==> src/rtl/demux_router_pkg.sv <==
// Shared definitions for the demux tree router.
//   clog2        : ceiling log2, used to size the lane-select field.
//   DROP_CNT_W   : width of the dropped-beat counter.
//   DROP_CNT_MAX : saturation value of the dropped-beat counter.
package demux_router_pkg;

    localparam int DROP_CNT_W = 8;
    localparam logic [DROP_CNT_W-1:0] DROP_CNT_MAX = 8'hFF;

    // Smallest r with 2**r >= n. It is only evaluated at elaboration time.
    function automatic int clog2(input int n);
        int r;
        r = 0;
        for (int i = 0; i < 31; i++) begin
            if ((1 << i) < n) r = i + 1;
        end
        return r;
    endfunction

endpackage

==> src/rtl/demux_slot.sv <==
// One-entry holding register for a single output lane of the router.
//   clk, rst_n  : clock and synchronous active-low reset.
//   load        : capture din this cycle. The parent only raises it when can_load is high.
//   din         : beat payload to capture.
//   out_ready   : consumer ready. The lane drains when out_valid && out_ready.
//   out_valid   : lane holds a beat (FULL).
//   dout        : held payload. It keeps its last value after a drain.
//   can_load    : the lane can take a beat this cycle, either because it is empty or because it is draining now.
module demux_slot
    import demux_router_pkg::*;
#(
    parameter int WIDTH = 8
) (
    input  logic             clk,
    input  logic             rst_n,
    input  logic             load,
    input  logic [WIDTH-1:0] din,
    input  logic             out_ready,
    output logic             out_valid,
    output logic [WIDTH-1:0] dout,
    output logic             can_load
);

    // Pass-through refill: a lane that drains this cycle can take a new beat in the same cycle.
    assign can_load = ~out_valid | out_ready;

    always_ff @(posedge clk) begin
        if (!rst_n) begin
            out_valid <= 1'b0;
            dout      <= '0;
        end else if (load) begin
            out_valid <= 1'b1;
            dout      <= din;
        end else if (out_ready) begin
            // Only the valid bit is cleared on a drain. dout keeps its value.
            out_valid <= 1'b0;
        end
    end

endmodule

==> src/rtl/demux_tree_router.sv <==
// Registered 1-to-NUM_OUT demultiplexer with valid/ready handshakes.
// Each input beat goes to lane in_sel. Every lane has a one-entry holding slot,
// so a stalled lane only back-pressures beats that are addressed to it.
//   clk, rst_n          : clock and synchronous active-low reset.
//   in_valid/in_ready   : producer handshake. in_ready is combinational from out_ready.
//   in_sel, in_data     : destination lane and payload.
//   out_valid/out_ready : per-lane consumer handshakes.
//   out_data            : lane k occupies bits [k*WIDTH +: WIDTH].
//   err_pulse           : one-cycle pulse after a beat with out-of-range in_sel is dropped.
//   drop_cnt            : saturating count of dropped beats.
module demux_tree_router
    import demux_router_pkg::*;
#(
    parameter  int WIDTH   = 8,
    parameter  int NUM_OUT = 4,
    localparam int SEL_W   = clog2(NUM_OUT)
) (
    input  logic                     clk,
    input  logic                     rst_n,
    input  logic                     in_valid,
    output logic                     in_ready,
    input  logic [SEL_W-1:0]         in_sel,
    input  logic [WIDTH-1:0]         in_data,
    output logic [NUM_OUT-1:0]       out_valid,
    input  logic [NUM_OUT-1:0]       out_ready,
    output logic [NUM_OUT*WIDTH-1:0] out_data,
    output logic                     err_pulse,
    output logic [DROP_CNT_W-1:0]    drop_cnt
);

    // Number of codes in_sel can carry. Codes from NUM_OUT upward are illegal.
    localparam int NUM_SEL = 1 << SEL_W;

    logic [NUM_OUT-1:0] can_load;
    logic [NUM_OUT-1:0] load;
    logic [NUM_SEL-1:0] sel_ready;
    logic               sel_legal;
    logic               accept;
    logic               drop;

    assign sel_legal = (int'(in_sel) < NUM_OUT);

    // Illegal codes are padded with ready=1. Those beats are always taken and then discarded.
    always_comb begin
        sel_ready                = '1;
        sel_ready[NUM_OUT-1:0]   = can_load;
    end

    assign in_ready = rst_n & sel_ready[in_sel];
    assign accept   = in_valid & in_ready;
    assign drop     = accept & ~sel_legal;

    for (genvar k = 0; k < NUM_OUT; k++) begin : g_lane
        assign load[k] = accept & (int'(in_sel) == k);

        demux_slot #(
            .WIDTH (WIDTH)
        ) u_slot (
            .clk       (clk),
            .rst_n     (rst_n),
            .load      (load[k]),
            .din       (in_data),
            .out_ready (out_ready[k]),
            .out_valid (out_valid[k]),
            .dout      (out_data[k*WIDTH +: WIDTH]),
            .can_load  (can_load[k])
        );
    end

    always_ff @(posedge clk) begin
        if (!rst_n) begin
            err_pulse <= 1'b0;
            drop_cnt  <= '0;
        end else begin
            err_pulse <= drop;
            // The counter stops at its maximum. err_pulse still fires for each drop.
            if (drop && drop_cnt != DROP_CNT_MAX) drop_cnt <= drop_cnt + 1'b1;
        end
    end

endmodule
==> config.mk <==
export PLATFORM = sky130hd
export DESIGN_NAME = demux_tree_router
export DESIGN_NICKNAME = d
export VERILOG_FILES = /design/src/rtl/demux_router_pkg.sv /design/src/rtl/demux_slot.sv /design/src/rtl/demux_tree_router.sv
export SDC_FILE = /design/constraint.sdc
export NUM_CORES = 1
export LEC_CHECK = 0
export ABC_CLOCK_PERIOD_IN_PS = 1940
export CORE_MARGIN = 2
export CORE_UTILIZATION = 40
export CTS_BUF_LIST = sky130_fd_sc_hd__clkbuf_4 sky130_fd_sc_hd__clkbuf_8 sky130_fd_sc_hd__clkbuf_16
export CTS_CLUSTER_SIZE = 28
export DETAILED_ROUTE_END_ITERATION = 12
export GPL_TIMING_DRIVEN = 0
export PLACE_DENSITY_LB_ADDON = 0.15
export SLEW_MARGIN = 20
export SYNTH_ARGS = -nofsm -noshare
export SYNTH_HDL_FRONTEND = slang
export SYNTH_SLANG_ARGS = --single-unit
==> constraint.sdc <==
create_clock -name clk -period 1.94 [get_ports clk]
set_clock_uncertainty 0.15 [all_clocks]
set_input_delay 0.485 -clock clk [delete_from_list [all_inputs] [get_ports clk]]
set_output_delay 0.485 -clock clk [all_outputs]
set_load 0.005 [all_outputs]
==> run metrics <==
status completed; Avg Cell Area, Syn 9.98 µm²; Fmax around 520 MHz; die area 0.00425 mm²; final routed DRC violation total 0; layout cells sized above 1 0.222; NumNets Final around 240; htree depth 2; Leak 1.01 nW; post-synth top area cell dfxtp_1; IO buf count between 50 and 60; Power Density 686 mW/mm²; Post-Place Cells 259; CTS tree done; Final Hold Vio Count 0; CORE AREA roughly 0.0036 mm²; area share of the largest cell type after synthesis 0.482; Slew Limit Fails 0; critical path class flop to primary output; critical path peak fanout 3; CTS clk-pin slew, worst paths roughly 0.07 ns; Die Width 65.2 µm; Hold Crit Class flop to flop; Post-synth top flop dfxtp_1; starting density of the core 0.412; WL/cell about 13 µm; total CTS buffers 5; final setup vio count 0; Int Power ~1.2 mW; Antenna Violating Nets Remaining 0; Async SR Flop Fraction 0; DP HPWL 2600 µm; first-pass GRT wire length 5770 µm; combinational share of power 0.109; CP endpoint kind primary output; DR iter-0 viols 16; sequential share of the synthesized area 0.482; Vias 1239; MaxCap Viol Count 0; Syn-to-layout area delta 53.7%; Setup crit start g_lane[0].u_slot.out_valid$_SDFFE_PN0P_; Post-synth EDFFs 0; synth top area cells dfxtp_1 (48%), mux2i_1 (22%), nand2_1 (10%); Min Hold Slack 0.310 ns; Post-Route Utilization 0.633; post-route insts no fill 273; DR pass1 iterations 4; Seq pwr share 0.485; FF-to-FF Start g_lane[0].u_slot.out_valid$_SDFFE_PN0P_; total gr overflow 0; # hold bufs at CTS 0; worst skew pair latency about 0.28 ns; min Tclk post-route 1.91 ns; Worst EP arrival 1.28 ns; multi-input combinational cell area roughly 690 µm²; RSZ-0062 raised after global routing yes; Power Total 1.58 mW; I/O pin count 63; period utilization 0.985; clock power share 0.406; Sw Ratio 0.217; final antenna diode count 0; Die Y 65.2 µm; Unique masters post-synth 18; clk root buf clkbuf_8; Fillers about 340; clock sink total 36; sequential cell area 723 µm²; Max Buffers Root-to-Sink 2; final WL 3460 µm; vias per cell between 4 and 5; FP Rows 22; number of global-route vias before repair 1239; Min-Delay Startpoint g_lane[1].u_slot.dout[3]$_SDFFE_PN0P_; synthesized cell area 0.00150 mm²; total track usage 0.176; Ys Warns 0; Placer Congestion 0.805; Worst Path Required 1.30 ns; Net Sw Power between 0.3 and 0.4 mW; Commonest cells post-synth nand2_1 (41), dfxtp_1 (36), mux2i_1 (33), buf_4 (15); r2r setup slk approximately 0.58 ns; count leader, synth nand2_1; Synth Instances 150; startpoint types flop; initial antenna violation count 0; pin count of the biggest net entering global routing 13; Max VDD drop 435 µV; Seq cells post-synth 36
[through the flow]
stage,TNS [ns],cell area (µm²),worst slack [ns]
after floorplan,0,1530,0.275
after global placement,-1.98,2120,-0.852
after detailed placement,-3.17,2120,-0.898
after CTS,0,2270,0.00445
after global routing,-0.0109,2300,-0.0109
final,0,2300,0.0285
[sequential cells by signal, summed over array words and instances, names as in the netlist]
name,cells
g_lane.u_slot.dout,32
g_lane.u_slot.out_valid,4
[cell usage in the layout, fill, tap and decap left out]
cell / n
clkdlybuf4s50_1: 45
o21a_1: 2
clkinvlp_4: 1
nand2b_4: 2
nand2_1: 41
dfxtp_2: 2
nand3_1: 2
nor2b_4: 2
bufinv_16: 1
and3_2: 1
buf_6: 4
buf_1: 2
and3b_1: 1
clkbuf_2: 3
buf_4: 21
mux2_4: 1
conb_1: 9
buf_2: 3
o22ai_2: 1
dfxtp_1: 34
nor3b_2: 2
a21boi_0: 2
clkinv_2: 1
dlygate4sd2_1: 3
nand2b_1: 1
mux2i_1: 33
clkbuf_8: 5
[per-layer routing]
layer	up-vias	global-route usage	routed length, µm
met5	-	0	0
met4	0	0.0703	58
met3	7	0.0428	182
met2	39	0.300	1690
met1	575	0.212	1530
li1	618	-	-
[kinds of logic after synthesis]
family	count (synthesis)	share of synthesized area
and+or+nand+nor	52	0.158
DFF	36	0.482
muxes	34	0.228
buffers and inverters	22	0.105
AOI/OAI and AO/OA	5	0.0242
other	1	0.00251
[cell type report]
type / count / area share
sequential: 36 / 0.314
multi-input combinational: 100 / 0.299
timing repair buffer: 59 / 0.238
buffer: 22 / 0.0740
clock buffer: 5 / 0.0299
tap: 48 / 0.0261
clock inverter: 3 / 0.0185
[worst paths after layout]
kind / cells past startpoint / endpoint
max: 4 / in_ready
max reg2reg: 5 / g_lane[0].u_slot.dout[5]$_SDFFE_PN0P_
min: 2 / g_lane[1].u_slot.dout[3]$_SDFFE_PN0P_
min reg2reg: 2 / g_lane[1].u_slot.dout[3]$_SDFFE_PN0P_
[worst max-delay path, stage by stage (launching register included)]
cell and delay, ns:
dfxtp_2 0.32, nor2b_4 0.13, mux2_4 0.27, o22ai_2 0.15, buf_2 0.13
[what timing repair did]
item | in CTS | in global routing
setup endpoints to repair | 1 | 1
pin swaps | 1 | 1
resized for setup | 23 | 11
buffers inserted | 4 | 2
endpoints found under the hold margin | 0 | 0
[power by group through the flow]
stage	clock [mW]	combinational (mW)	sequential [mW]
2_1_floorplan	0	0.0787	0.781
3_3_place_gp	0	0.164	0.780
3_5_place_dp	0	0.167	0.781
4_1_cts	0.657	0.170	0.764
5_1_grt	0.675	0.187	0.766
6_report	0.641	0.172	0.765
No activity file was read; power rests on OpenSTA's default activity.
